File: config.mk
export PLATFORM = sky130hd
export DESIGN_NAME = lut_neuron_layer
export DESIGN_NICKNAME = d
export VERILOG_FILES = /design/src/rtl/lut_layer_pkg.sv /design/src/rtl/lut_neuron_ram.sv /design/src/rtl/lut_neuron_layer.sv
export SDC_FILE = /design/constraint.sdc
export NUM_CORES = 2
export LEC_CHECK = 0
export CORE_UTILIZATION = 36
export CTS_BUF_LIST = sky130_fd_sc_hd__clkbuf_2
export CTS_CLUSTER_DIAMETER = 120
export DETAILED_ROUTE_END_ITERATION = 7
export GPL_TIMING_DRIVEN = 0
export PLACE_DENSITY = 0.52
export SYNTH_ARGS = -nofsm -noshare
export SYNTH_HDL_FRONTEND = slang
export SYNTH_HIERARCHICAL = 1
export SYNTH_SLANG_ARGS = --single-unit
File: constraint.sdc
create_clock -name clk -period 3 [get_ports clk]
set_input_delay 0.6 -clock clk [delete_from_list [all_inputs] [get_ports clk]]
set_output_delay 0.6 -clock clk [all_outputs]
set_load 0.005 [all_outputs]
File: src/rtl/lut_layer_pkg.sv
// Shared types and sizing helpers for the LUT neuron layer.
// Optional feature macro used by this slice: LUT_PARITY_EN (stores an even-parity bit per entry).
package lut_layer_pkg;

  typedef enum logic [1:0] {
    UNCFG = 2'd0,
    DRAIN = 2'd1,
    LOAD  = 2'd2,
    RUN   = 2'd3
  } state_e;

  // Sizing for the default configuration (4 neurons, 8 address bits each).
  localparam int NEURONS_DEF = 4;
  localparam int IN_BITS_DEF = 8;
  localparam int DEPTH       = 2 ** IN_BITS_DEF;
  localparam int TOTAL_WORDS = NEURONS_DEF * DEPTH;

  // Width of the load address counter that walks every entry of every neuron.
  function automatic int addr_w(input int total_words = TOTAL_WORDS);
    return (total_words > 1) ? $clog2(total_words) : 1;
  endfunction

endpackage

File: src/rtl/lut_neuron_ram.sv
// One neuron's truth table: single write port, single asynchronous read port.
// Contents are never reset; the table is only meaningful after a full load.
module lut_neuron_ram
  import lut_layer_pkg::*;
#(
  parameter int WIDTH  = 1,
  parameter int ADDR_W = 8
) (
  input  logic              clk,
  input  logic              we,
  input  logic [ADDR_W-1:0] waddr,
  input  logic [WIDTH-1:0]  wdata,
  input  logic [ADDR_W-1:0] raddr,
  output logic [WIDTH-1:0]  rdata
);

  localparam int NUM_ENTRIES = 1 << ADDR_W;

  logic [WIDTH-1:0] mem [NUM_ENTRIES];

  // Synchronous write of one table entry during a load.
  always_ff @(posedge clk) begin
    if (we) begin
      mem[waddr] <= wdata;
    end
  end

  assign rdata = mem[raddr];

endmodule

File: src/rtl/lut_neuron_layer.sv
// Layer of NEURONS parallel LUT neurons with a runtime-loadable table,
// 2-stage valid/ready pipeline and a serial configuration port.
// Optional feature macro: LUT_PARITY_EN (per-entry even parity with sticky err).
module lut_neuron_layer
  import lut_layer_pkg::*;
#(
  parameter int NEURONS  = 4,
  parameter int IN_BITS  = 8,
  parameter int OUT_BITS = 1
) (
  input  logic                         clk,
  input  logic                         rst,
  input  logic                         in_valid,
  output logic                         in_ready,
  input  logic [NEURONS*IN_BITS-1:0]   in_data,
  output logic                         out_valid,
  input  logic                         out_ready,
  output logic [NEURONS*OUT_BITS-1:0]  out_data,
  input  logic                         cfg_start,
  input  logic                         cfg_valid,
  input  logic [OUT_BITS-1:0]          cfg_data,
  input  logic                         cfg_par,
  output logic                         cfg_done,
  output logic                         err
);

  localparam int NUM_ENTRIES = 1 << IN_BITS;
  localparam int NUM_WORDS   = NEURONS * NUM_ENTRIES;
  localparam int AW          = addr_w(NUM_WORDS);
`ifdef LUT_PARITY_EN
  localparam int RAM_W       = OUT_BITS + 1;
`else
  localparam int RAM_W       = OUT_BITS;
`endif
  localparam logic [AW-1:0] LAST_ADDR = AW'(NUM_WORDS - 1);

  state_e                        state_q, state_d;
  logic [AW-1:0]                 load_addr_q, load_addr_d;
  logic                          cfg_done_q, cfg_done_d;
  logic                          err_q, err_d;
  logic                          s1_v_q, s1_v_d;
  logic [NEURONS*IN_BITS-1:0]    s1_data_q, s1_data_d;
  logic                          s2_v_q, s2_v_d;
  logic [NEURONS*OUT_BITS-1:0]   s2_data_q, s2_data_d;

  logic                          load_we;
  logic [NEURONS-1:0]            ram_we;
  logic [RAM_W-1:0]              ram_wdata;
  logic [NEURONS*RAM_W-1:0]      ram_rdata;
  logic [NEURONS*OUT_BITS-1:0]   s2_next;
  logic                          s2_load;
  logic                          in_fire;

`ifdef LUT_PARITY_EN
  logic [NEURONS-1:0]            par_bad;
  assign ram_wdata = {cfg_par, cfg_data};
`else
  logic                          unused_cfg_par;
  assign unused_cfg_par = cfg_par;
  assign ram_wdata      = cfg_data;
`endif

  // s1 hands over to s2 whenever s2 is empty or its word leaves this cycle.
  assign s2_load  = s1_v_q && (!s2_v_q || out_ready);
  assign in_ready = (state_q == RUN) && (!s1_v_q || s2_load);
  assign in_fire  = in_valid && in_ready;

  for (genvar n = 0; n < NEURONS; n++) begin : g_neuron
    assign ram_we[n] = load_we && ((load_addr_q >> IN_BITS) == AW'(n));

    lut_neuron_ram #(
      .WIDTH  (RAM_W),
      .ADDR_W (IN_BITS)
    ) u_ram (
      .clk   (clk),
      .we    (ram_we[n]),
      .waddr (load_addr_q[IN_BITS-1:0]),
      .wdata (ram_wdata),
      .raddr (s1_data_q[n*IN_BITS +: IN_BITS]),
      .rdata (ram_rdata[n*RAM_W +: RAM_W])
    );

    assign s2_next[n*OUT_BITS +: OUT_BITS] = ram_rdata[n*RAM_W +: OUT_BITS];
`ifdef LUT_PARITY_EN
    assign par_bad[n] = ^ram_rdata[n*RAM_W +: RAM_W];
`endif
  end

  // Mode FSM and table loader; err is cleared whenever a fresh load begins.
  always_comb begin
    state_d     = state_q;
    load_addr_d = load_addr_q;
    cfg_done_d  = 1'b0;
    err_d       = err_q;
    load_we     = 1'b0;
    case (state_q)
      UNCFG: begin
        if (cfg_start) begin
          state_d     = LOAD;
          load_addr_d = '0;
          err_d       = 1'b0;
        end
      end
      RUN: begin
        if (cfg_start) begin
          state_d = DRAIN;
        end
      end
      DRAIN: begin
        if (!s1_v_q && !s2_v_q) begin
          state_d     = LOAD;
          load_addr_d = '0;
          err_d       = 1'b0;
        end
      end
      LOAD: begin
        if (cfg_start) begin
          load_addr_d = '0;
          err_d       = 1'b0;
        end else if (cfg_valid) begin
          load_we     = 1'b1;
          load_addr_d = load_addr_q + AW'(1);
          if (load_addr_q == LAST_ADDR) begin
            state_d     = RUN;
            cfg_done_d  = 1'b1;
            load_addr_d = '0;
          end
        end
      end
      default: begin
        state_d = UNCFG;
      end
    endcase
`ifdef LUT_PARITY_EN
    if (s2_load && (|par_bad)) begin
      err_d = 1'b1;
    end
`endif
  end

  // Pipeline next-state: s1 captures accepted inputs, s2 captures table lookups.
  always_comb begin
    s1_v_d = s1_v_q;
    if (in_fire) begin
      s1_v_d = 1'b1;
    end else if (s2_load) begin
      s1_v_d = 1'b0;
    end
    s1_data_d = in_fire ? in_data : s1_data_q;

    s2_v_d = s2_v_q;
    if (s2_load) begin
      s2_v_d = 1'b1;
    end else if (out_ready) begin
      s2_v_d = 1'b0;
    end
    s2_data_d = s2_load ? s2_next : s2_data_q;
  end

  // All control and pipeline registers.
  always_ff @(posedge clk or posedge rst) begin
    if (rst) begin
      state_q     <= UNCFG;
      load_addr_q <= '0;
      cfg_done_q  <= 1'b0;
      err_q       <= 1'b0;
      s1_v_q      <= 1'b0;
      s1_data_q   <= '0;
      s2_v_q      <= 1'b0;
      s2_data_q   <= '0;
    end else begin
      state_q     <= state_d;
      load_addr_q <= load_addr_d;
      cfg_done_q  <= cfg_done_d;
      err_q       <= err_d;
      s1_v_q      <= s1_v_d;
      s1_data_q   <= s1_data_d;
      s2_v_q      <= s2_v_d;
      s2_data_q   <= s2_data_d;
    end
  end

  assign out_valid = s2_v_q;
  assign out_data  = s2_data_q;
  assign cfg_done  = cfg_done_q;
  assign err       = err_q;

endmodule

# Word-level counts from Yosys, hierarchy flattened
# Memory sizes are Yosys's and may differ from the RTL's. A register that Yosys moved wholly into a read port is not among the register bits.
# Index checks and enable logic that the tools add are counted.
[op_classes]
n_addsub = 1
multipliers = 0
div = 0
magnitude_cmp = 0
eq_ne = 15
shifts = 0
mux = 35
bitwise = 0
n_reduce_logical = 22
[ops]
columns = ["op", "n"]
rows = [
  ["10-bit 2-to-1 mux", 5],
  ["10-bit one-hot mux with 3 select lines", 1],
  ["1-bit 2-to-1 mux", 21],
  ["2-bit 2-to-1 mux", 6],
  ["2-bit inequality test, second input constant", 6],
  ["10-bit by 1-bit adder with 10-bit output, second input constant", 1],
  ["10-bit equality test, second input constant", 1],
  ["10-bit logical NOT", 1],
  ["2-bit equality test, second input constant", 4],
  ["1-bit logical AND", 8],
  ["2-bit one-hot mux with 4 select lines", 1],
  ["6-bit AND reduction", 1],
  ["2-bit nonzero test", 3],
  ["2-bit by 1-bit equality test with 1-bit output, second input constant", 2],
  ["4-bit AND reduction", 1],
  ["3-bit inequality test, second input constant", 1],
  ["3-bit AND reduction", 1],
  ["3-bit nonzero test", 1],
  ["1-bit logical NOT", 2],
  ["2-bit logical NOT", 1],
  ["1-bit logical OR", 2],
  ["2-bit by 1-bit inequality test with 1-bit output, second input constant", 1],
  ["1-bit one-hot mux with 2 select lines", 1],
  ["2-bit OR reduction", 1],
]
[word_totals]
regBits = 48
latch_bits = 0
ramBits = 1024
romBits = 0
inputBits = 40
output_inout_bits = 8
wordCells = 84
memories = 4
[memory_table]
columns = ["memory", "words", "word_bits", "read_ports", "rd_clocked_by_memory_dff", "write_ports", "line", "source"]
rows = [
  ["g_neuron[0].u_ram.mem", 256, 1, 1, 1, 1, "lut_neuron_ram.sv:19", "logic [WIDTH-1:0] mem [NUM_ENTRIES];"],
  ["g_neuron[1].u_ram.mem", 256, 1, 1, 1, 1, "lut_neuron_ram.sv:19", ""],
  ["g_neuron[2].u_ram.mem", 256, 1, 1, 1, 1, "lut_neuron_ram.sv:19", ""],
  ["g_neuron[3].u_ram.mem", 256, 1, 1, 1, 1, "lut_neuron_ram.sv:19", ""],
]

# Logic depth before layout (Yosys ltp)
[depth]
word_depth = 7
ltp_mapped = 11

# Cells and area by module
# The synthesis kept the hierarchy.
[by_module_without_submodules]
columns = ["mod", "n_inst", "cells_each", "area_per_inst_um2", "seq_area_each_um2"]
rows = [
  ["lut_neuron_ram", 4, 787, 11108.2, 7687.4],
  ["lut_neuron_layer", 1, 169, 2160.8, 1276.2],
]

# Worst setup path after synthesis
# Ideal clock, no wire load.
[synth_timing]
kind = "input-to-reg"
startpoint = "in cfg_valid"
endpoint = "mem g_neuron[1].u_ram.mem[115] (enable)"
setup_ns = 0.304
arrival_time_ns = 2.695
required_ns = 2.696
slack_ns = 0.001
path_stages = 8
path_cell_list = "a21oi_1 or4b_2 clkbuf_1 nor3b_1 nor3b_1 nand3_1 clkbuf_1 nor2_1"
[synth_between]
elab_chain_len = 6
[synth_rtl]
columns = ["element", "line", "source"]
rows = [
  ["start: declaration", "lut_neuron_layer.sv:20", "input logic cfg_valid,"],
  ["1-bit 2-to-1 mux", "lut_neuron_layer.sv:120", "end else if (cfg_valid) begin"],
  ["1-bit 2-to-1 mux", "lut_neuron_layer.sv:117", "if (cfg_start) begin"],
  ["1-bit 2-to-1 mux", "lut_neuron_layer.sv:96", "case (state_q)"],
  ["1-bit logical AND", "lut_neuron_layer.sv:69", "assign ram_we[n] = load_we && ((load_addr_q >> IN_BITS) == AW'(n));"],
  ["named net ram_we[1]", "lut_neuron_layer.sv:47", "logic [NEURONS-1:0] ram_we;"],
  ["1-bit 2-to-1 mux", "lut_neuron_ram.sv:23", "if (we) begin"],
  ["1-bit 2-to-1 mux (implied by the code)", "lut_neuron_ram.sv:24", "mem[waddr] <= wdata;"],
  ["end: declaration", "lut_neuron_ram.sv:19", ""],
]
# The timed path passes the listed nets, and every way through them passes these cells.

# Final worst setup path
[layout_timing]
startpoint = "reg s2_v_q, in the netlist out_valid"
endpoint = "out in_ready"
[layout_between]
elab_chain_len = 5
[layout_rtl]
columns = ["element", "line", "source"]
rows = [
  ["start: declaration", "lut_neuron_layer.sv:43", "logic s2_v_q, s2_v_d;"],
  ["start signal: assignment", "lut_neuron_layer.sv:178", "s2_v_q <= s2_v_d;"],
  ["1-bit logical NOT", "lut_neuron_layer.sv:64", "assign s2_load = s1_v_q && (!s2_v_q || out_ready);"],
  ["1-bit logical OR", "lut_neuron_layer.sv:64", ""],
  ["1-bit logical AND", "lut_neuron_layer.sv:64", ""],
  ["1-bit logical OR", "lut_neuron_layer.sv:65", "assign in_ready = (state_q == RUN) && (!s1_v_q || s2_load);"],
  ["1-bit logical AND", "lut_neuron_layer.sv:65", ""],
  ["end: declaration", "lut_neuron_layer.sv:14", "output logic in_ready,"],
]
# Every way passes these cells.

==> metrics.yaml <==
logic_synthesis:
  ys_ff_latch: 1075
  syn_area_per_cell_um2: 14.05
  synth_cell_types: 49
  synth_area_mm2: 0.04659
  synth_nets: 3358
  ys_seq_area_share_pct: 68.73
  yosysWarnings: 6
  synthCells: 3317
setup_path:
  cp_max_fo: 2
  timing.rr.start: "state_q[1]"
  max_stage_delay_ns: 0.41
  cp_data_arrival_time_ns: 2.48
  end_kind: "primary output"
  cp_slowest_cell: "dfrtp_1"
  start_kind: "register"
  worstSetupPathType: "register to primary output"
  cp_cell_sequence: "nand3b_1 > and3_4 > buf_6"
  startpoint: "out_valid"
  crit_required_ns: 2.40
cts:
  insertion_delay_ns: 1.59
  numCtsBuffers: 307
  clkSinkCount: 1075
  clk_pin_slew_ns: 0.11
  cts-root-buf: "clkbuf_2"
  h-tree-depth: 5
  clockBufferDepth: 4
  cts_tree: "done"
final_layout:
  instances_no_fill: 5705
  multi_input_area_mm2: 0.01386
  synthToLayoutAreaGrowth_pct: 15.64
  ff_latch_area_mm2: 0.03204
  final_cell_mix: "nor2_1, edfxtp_1, clkbuf_2"
  final_common_cell: "nor2_1"
  fillCellCount: 12160
  drive_gt1_share_pct: 25.25
  nets: 3804
timing:
  fin_crit_ns: 3.079
  slew_viol_final: 0
  tns_ns: -0.2651
  setup_slack_ns: -0.07916
  finalClockSkew_ns: 0.09610
  rsz0062_at_grt: "true"
  maxSlewHeadroom_pct: 26.44
  fin_crit_sh_pct: 102.6
  tightest_slew_ns: 1.103
  finalHoldViolCount: 0
  setup_viol: 16
  max_freq_ghz: 0.3248
hold_path:
  hp-class: "primary input to register"
  hold_start: "in_data[30]"
floorplan:
  die_h_um: 361.8
  rows: 131
  initial_core_util_pct: 36.40
  ios: 48
  die_x_um: 361.8
  fp.dieArea_mm2: 0.1309
  coreArea_mm2: 0.1280
global_route:
  grt_busiest_layer: "met2"
  met3_usage_pct: 3.572
  antenna_found_initial: 6
  grt_pass1_vias: 30620
  grt_util_met1_pct: 27.48
  grt_pass1_wl_mm: 193.5
  grt.total_usage_pct: 19.95
  grt_max_degree: 188
  grt.overflow.total: 0
  grt_use_met2_pct: 31.90
power:
  p_int_uw: 26440
  p_switching_uw: 13480
  swShare_pct: 33.77
  pwr-share-seq_pct: 43.5
  p_leak_uw: 0.01729
  comb_power_share_pct: 30.4
  ir_worst_vdd_v: 0.0003864
  powerDensity_mw_per_mm2: 740.7
  power_frac_clock_pct: 26.1
flow_run:
  drv_cap: 0
placement:
  place_ws_ns: -1.409
  io_buffers: 45
  dp.cells: 5098
  hpwl_mm: 81.07
  gp_congestion: 0.7719
detailed_routing:
  via_count: 29870
  vias_per_cell: 5.235
  drcViolationCount: 0
  drtIter0Drc: 2577
  wl_per_cell_um: 22.92
  drt-total-wl_mm: 130.7
  drtPass1Iterations: 6
  ant_nets: 0
outcome:
  outcome: "complete, but fails checks"
  violations: "negative setup slack"
-- metrics by stage --
stage	area (µm²)	hold WS (ns)	power, µW	util, %
6_report	53880	0.1692	39910	42.09
5_1_grt	53880	0.05491	41800	42.09
4_1_cts	53660	0.0004794	40140	41.92
3_5_place_dp	49410	0.4906	29180	38.60
3_3_place_gp	49210	0.4851	29740	38.44
2_1_floorplan	46590	0.4739	25130	-
-- cell usage after synthesis (all sizes together) --
cell,number,area [µm²]
nand4,6,37.54
clkbuf,159,596.8
a311oi,8,70.07
a2111oi,8,70.07
a21oi,13,65.06
and2,3,18.77
a22oi,32,240.2
mux4,168,3784
ha,1,12.51
a22o,25,219.0
inv,5,18.77
and3,5,31.28
and3b,5,43.79
and4,1,8.760
o22ai,93,581.8
nor2,1079,4050
nand2b,9,56.30
a41oi,2,17.52
a31oi,12,75.07
o21ai,17,85.08
o31ai,4,30.03
nor4,21,131.4
conb,1,3.750
a21boi,4,30.03
dfrtp,51,1276
mux2,40,450.4
or4,5,37.54
buf,72,531.8
nand2,105,394.1
mux2i,204,2042
o41ai,1,8.760
or3b,5,43.79
nand4b,1,8.760
nor3b,5,37.54
nor2b,36,225.2
o21bai,1,7.510
nand3,50,250.2
nor3,13,65.06
xnor2,1,8.760
edfxtp,1024,30750
o21a,1,7.510
or4b,2,23.77
nand3b,15,112.6
o2111ai,4,35.03
-- critical path: cells and delay by family, from the launching register on --
| family | cells | cell delay [ns] |
|---|---|---|
| simple gates | 2 | 0.40 |
| flops | 1 | 0.41 |
| buf+inv | 1 | 0.11 |
-- layout make-up --
cell class | count | area share (%)
Clock buffer | 471 | 4.375
Inverter | 5 | 0.03948
Sequential cell | 1075 | 59.46
Multi-Input combinational cell | 2006 | 25.72
Timing Repair Buffer | 143 | 2.884
Buffer | 225 | 3.012
Clock inverter | 44 | 0.4621
Tap cell | 1729 | 4.015
Antenna cell | 7 | 0.03251
-- power by group through the flow --
stage | combinational (µW) | sequential [µW] | clock, µW
finish | 12100 | 17300 | 10400
global route | 12900 | 17400 | 11500
CTS | 12000 | 17300 | 10800
detailed placement | 11600 | 17600 | 0
global placement | 11500 | 18200 | 0
floorplan | 7810 | 17300 | 0
-- worst paths after layout --
| kind | cells after the start | slack, ns | end |
|---|---|---|---|
| worst min register to register | 1 | 0.51 | s1_data_q[27] |
| max in group asynchronous | 5 | 1.90 | out_data[2] |
| worst max register to register | 9 | -0.03 | g_neuron[2].u_ram/mem[137] |
| worst min-delay path | 3 | 0.17 | s1_data_q[30] |
| min in group asynchronous | 4 | 0.44 | s1_data_q[26] |
| worst max-delay path | 3 | -0.08 | in_ready |
-- kinds of logic after synthesis --
group	share of synthesized area, %
simple gates	11.97
flops	68.73
mux	13.47
buf+inv	2.462
compound gates	3.311
fa+ha+maj	0.02685
other cells	0.008048
xor+xnor	0.01880
-- registers in the layout, indices dropped and copies added (netlist names) --
name / count
g_neuron.u_ram/mem: 1024
s1_data_q: 32
load_addr_q: 10
out_data: 4
state_q: 2
cfg_done: 1
out_valid: 1
s1_v_q: 1
-- per-layer routing --
layer  wire (µm)  vias to the layer above
li1            -                    13370
met1       58400                    15360
met2       62190                      908
met3        7199                      233
met4        2925                        6
met5          32                        -
-- what timing repair did --
item                       in CTS  in global routing
pin swaps                       2                  3
hold endpoints to repair      651                  0
setup buffers                  35                  1
hold buffers                   50                  0
setup endpoints to repair     734                469
gates cloned                    7                  0
resized for setup             292                 88
Note: power is estimated with default switching activity, not from simulation.
